===== src/rtl/dmem_mmio.sv =====
// Data memory for the single-cycle core: word RAM plus an MMIO page (GPIO, cycle counter, countdown timer).
// Reads are combinational (zero latency); all state changes on the rising edge; no backpressure.
module dmem_mmio #(
    parameter int          DEPTH     = 64,
    parameter logic [31:0] MMIO_BASE = 32'hFFFF_0000,
    parameter int          GPIO_W    = 8
) (
    input  logic              clk,
    input  logic              rst,
    input  logic              MemWrite,
    input  logic [31:0]       DataAdr,
    input  logic [31:0]       WriteData,
    output logic [31:0]       ReadData,
    input  logic [GPIO_W-1:0] gpio_in,
    output logic [GPIO_W-1:0] gpio_out,
    output logic              timer_irq
);
    localparam int          AW      = $clog2(DEPTH);
    localparam logic [29:0] DEPTH_W = 30'(DEPTH);

    localparam logic [15:0] OFF_GPIO_OUT = 16'h0000;
    localparam logic [15:0] OFF_GPIO_IN  = 16'h0004;
    localparam logic [15:0] OFF_CYCLE    = 16'h0008;
    localparam logic [15:0] OFF_TIMER    = 16'h000C;
    localparam logic [15:0] OFF_TSTAT    = 16'h0010;

    logic [31:0]       r_ram [DEPTH];
    logic [GPIO_W-1:0] r_gpio_out;
    logic [GPIO_W-1:0] r_sync1;
    logic [GPIO_W-1:0] r_sync2;
    logic [31:0]       r_cycle;
    logic [31:0]       r_timer;
    logic              r_expired;

    logic              w_is_ram;
    logic              w_is_mmio;
    logic [15:0]       w_off;
    logic [AW-1:0]     w_idx;
    logic              w_wr_mmio;
    logic              w_ld_timer;
    logic              w_clr_stat;
    logic              w_expire;
    logic [31:0]       w_rdata;
    logic              w_unused;

    assign w_is_ram   = (DataAdr[31:2] < DEPTH_W);
    assign w_is_mmio  = (DataAdr[31:16] == MMIO_BASE[31:16]);
    assign w_off      = DataAdr[15:0];
    assign w_idx      = DataAdr[AW+1:2];
    assign w_wr_mmio  = MemWrite && w_is_mmio;
    assign w_ld_timer = w_wr_mmio && (w_off == OFF_TIMER);
    assign w_clr_stat = w_wr_mmio && (w_off == OFF_TSTAT);
    // A load at the expiry edge suppresses the expiry; expiry beats a status clear.
    assign w_expire   = !w_ld_timer && (r_timer == 32'd1);
    assign w_unused   = ^DataAdr[1:0];

    always_ff @(posedge clk) begin
        if (!rst && MemWrite && w_is_ram) begin
            r_ram[w_idx] <= WriteData;
        end
    end

    always_ff @(posedge clk) begin
        if (rst) begin
            r_gpio_out <= '0;
            r_sync1    <= '0;
            r_sync2    <= '0;
            r_cycle    <= 32'd0;
            r_timer    <= 32'd0;
            r_expired  <= 1'b0;
        end else begin
            r_cycle <= r_cycle + 32'd1;
            r_sync1 <= gpio_in;
            r_sync2 <= r_sync1;
            if (w_wr_mmio && (w_off == OFF_GPIO_OUT)) begin
                r_gpio_out <= WriteData[GPIO_W-1:0];
            end
            if (w_ld_timer) begin
                r_timer <= WriteData;
            end else if (r_timer != 32'd0) begin
                r_timer <= r_timer - 32'd1;
            end
            if (w_expire) begin
                r_expired <= 1'b1;
            end else if (w_clr_stat) begin
                r_expired <= 1'b0;
            end
        end
    end

    always_comb begin
        w_rdata = 32'd0;
        if (w_is_ram) begin
            w_rdata = r_ram[w_idx];
        end else if (w_is_mmio) begin
            case (w_off)
                OFF_GPIO_OUT: w_rdata = 32'(r_gpio_out);
                OFF_GPIO_IN:  w_rdata = 32'(r_sync2);
                OFF_CYCLE:    w_rdata = r_cycle;
                OFF_TIMER:    w_rdata = r_timer;
                OFF_TSTAT:    w_rdata = {31'd0, r_expired};
                default:      w_rdata = 32'd0;
            endcase
        end
    end

    assign ReadData  = w_rdata;
    assign gpio_out  = r_gpio_out;
    assign timer_irq = r_expired;
endmodule


===== config.mk =====
export PLATFORM = sky130hd
export DESIGN_NAME = dmem_mmio
export DESIGN_NICKNAME = d
export VERILOG_FILES = /design/src/rtl/dmem_mmio.sv
export SDC_FILE = /design/constraint.sdc
export NUM_CORES = 2
export LEC_CHECK = 0
export BUFFER_PORTS_ARGS = -buffer_cell sky130_fd_sc_hd__buf_2
export CORE_MARGIN = 2
export CORE_UTILIZATION = 40
export DETAILED_ROUTE_END_ITERATION = 10
export PLACE_DENSITY = 0.66
export RECOVER_POWER = 50
export SLEW_MARGIN = 10
export SYNTH_ARGS = -nofsm -noshare
export SYNTH_HDL_FRONTEND = slang
export SYNTH_SLANG_ARGS = --single-unit

===== constraint.sdc =====
create_clock -name clk -period 8 [get_ports clk]
set_clock_uncertainty 0.2 [all_clocks]
set_input_delay 0.4 -clock clk [delete_from_list [all_inputs] [get_ports clk]]
set_output_delay 0.4 -clock clk [all_outputs]
set_load 0.01 [all_outputs]

==> flow_metrics.tcl <==
set metrics [dict create \
    place_ws_ns 3.02 \
    cts_buffers 204 \
    diodes 0 \
    die_y_um 459 \
    syn_avg_cell_area_sq_um 20.9 \
    min_period_ns 5.11 \
    ant_nets 0 \
    wl_per_cell_um 33.6 \
    fmax_mhz 196 \
    core-area_sq_um 206000 \
    place_hpwl_um 135000 \
    synth_area_leaders "edfxtp_1, mux4_2, dfxtp_1" \
    yosys_warnings 0 \
    worst_slew_pin_slew_ns 4.15 \
    peakVddDrop_v 0.000188 \
    dieArea_sq_um 211000 \
    track_usage_pct 22.4 \
    drc 0 \
    root_buffer "clkbuf_16" \
    synth_seq_cells 2137 \
    yosysSeqAreaShare_pct 76.4 \
    hold_class "in2reg" \
    antenna_found_initial 20 \
    die_width_um 459 \
    num_io_pins 116 \
    rsz0062_at_grt "false" \
    num-fill-cells 17048 \
    rr_worst_depth 5 \
    gp_routability_congestion 0.889 \
    rows 167 \
    dr.first_iter.drc_count 7079 \
    max-cap-violations 34 \
    grt_pass1_wl_um 332000 \
    synth_area_sq_um 82800 \
    clkSinkCount 2137 \
    ys_async_sr_fraction_pct 0 \
    hold_viol 0 \
    synth.largest_area_cell "edfxtp_1" \
    final_nets 4324 \
    violations "max-capacitance violations, max-slew violations" \
    endpoint_kind "output port" \
    grt_max_degree 94 \
    worstSetupPathType "in2out" \
    worstPathRequired_ns 7.40 \
    htree_levels 4 \
    drive_above_1_share_pct 25.2 \
    relSlewSlack_pct -177 \
    post-route-period-util_pct 63.8 \
    drv_slew 2219 \
    start_util_pct 40.1 \
    synthToLayoutAreaGrowth_pct 13.5 \
    cts_tree "done" \
    syn_nets 4043 \
    clk_transition_reported_paths_ns 0.06 \
    avgViaCountPerCell 6.16 \
    fin_ws_ns 2.89 \
    cp_max_fo 65 \
    setup_viol 0 \
    clockBufferDepth 3 \
    ys.flop_type "edfxtp_1" \
    final_common_cell "edfxtp_1" \
    hold_path_depth 3 \
    status "finished with violations" \
    port_buffers 115 \
    ys_types 76 \
    cp_data_arrival_time_ns 4.51 \
    hold_ws_ns 0.123 \
    cp-start-kind "primary input" \
    finalSetupTns_ns 0 \
    worstSkewPairLatency_ns 0.84 \
    syn_inst 3965 \
    synth_top_area_share_pct 74.2 \
    synth-edff-count 2048 \
    grt_pass1_vias 42185 \
    total_leakage_power_nw 29.2 \
    wirelength_um 240000 \
    overflow 0 \
    firstDrtPassIters 6 \
    final_cell_mix "edfxtp_1, mux4_2, clkbuf_16" \
    power_density_nw_per_um2 250 \
    via_count 43865 \
]
## cell families (layout without fill, tap and decap cells)
| group | after synthesis | count (layout) | synth area share [%] |
|---|---|---|---|
| flops | 2137 | 2137 | 76.4 |
| mux | 645 | 645 | 15.2 |
| simple gates | 502 | 502 | 3.02 |
| compound gates | 397 | 397 | 3.41 |
| buf+inv | 230 | 684 | 1.44 |
| xor+xnor | 51 | 51 | 0.539 |
| fa+ha+maj | 3 | 3 | 0.0453 |
## where the power goes
group,internal (W),switching (W),total [W]
registers,0.0123,0.000102,0.0125
clock network,0.00521,0.00417,0.00939
logic,0.000600,0.00103,0.00163
## state kept, by name, indices dropped and copies added, names as in the netlist
name	count
gpio_out	8
r_cycle	32
r_ram	2048
r_sync1	8
r_sync2	8
r_timer	32
timer_irq	1
## repair_timing
action                    in CTS  in global routing
hold endpoints to repair      25                  0
gates resized for setup        0                  0
hold buffers                  11                  0
buffers inserted               0                  0
## layer usage
metal / vias up / global-route usage (%) / wire [um]
met4: 16 / 6.16 / 7220
met5: - / 0 / 124
met2: 2902 / 34.2 / 109000
li1: 17233 / - / -
met1: 23291 / 32.0 / 93100
met3: 423 / 5.61 / 29700
## stage by stage
stage	std cells	total power, W	util, %	cell area (sq um)
global route	7123	0.0241	45.5	94000
global placement	6729	0.0142	42.4	87500
CTS	7122	0.0235	45.6	94200
detailed placement	6732	0.0143	42.4	87600
finish	7123	0.0235	45.5	94000
floorplan	3965	0.0136	-	82800
## synth_stat cells, types with 22 or more instances
cell type	instances
xor2_1	28
xnor2_1	23
a21oi_1	48
nor2_1	183
dfxtp_1	89
mux2i_1	145
a211oi_1	28
nor3_1	26
a22oi_1	155
nand3_1	40
nor2b_1	22
clkbuf_1	92
o21ai_0	34
nand2_1	103
buf_1	23
o22ai_1	31
nand4_1	29
a221oi_1	28
edfxtp_1	2048
buf_2	56
buf_4	28
mux4_2	486
## worst paths after layout
check | start | end | slack, ns
setup / recovery | DataAdr[2] | ReadData[9] | 2.89
hold / removal | gpio_in[1] | r_sync1[1]$_SDFF_PP0_ | 0.12
setup reg to reg | r_timer[23]$_SDFFE_PP0P_ | r_timer[24]$_SDFFE_PP0P_ | 5.09
hold reg to reg | r_sync1[1]$_SDFF_PP0_ | r_sync2[1]$_SDFF_PP0_ | 0.25
## critical path, stage by stage
cell      delay, ns
buf_8          0.55
buf_12         0.47
mux4_2         0.56
a22oi_1        0.48
o211ai_1       0.29
a221oi_1       1.06
o22ai_1        0.27
buf_2          0.23
## final cells by class
class                      count  area, sq um  area share [%]
sequential                  2137        63300            67.3
multi-input combinational   1598        18900            20.1
clock buffer                 255         5360            5.70
tap                         2704         3380            3.60
timing repair buffer         295         2030            2.16
clock inverter               124         1070            1.14
inverter                      10         38.8          0.0412
Power figures use the tool's default switching activity.
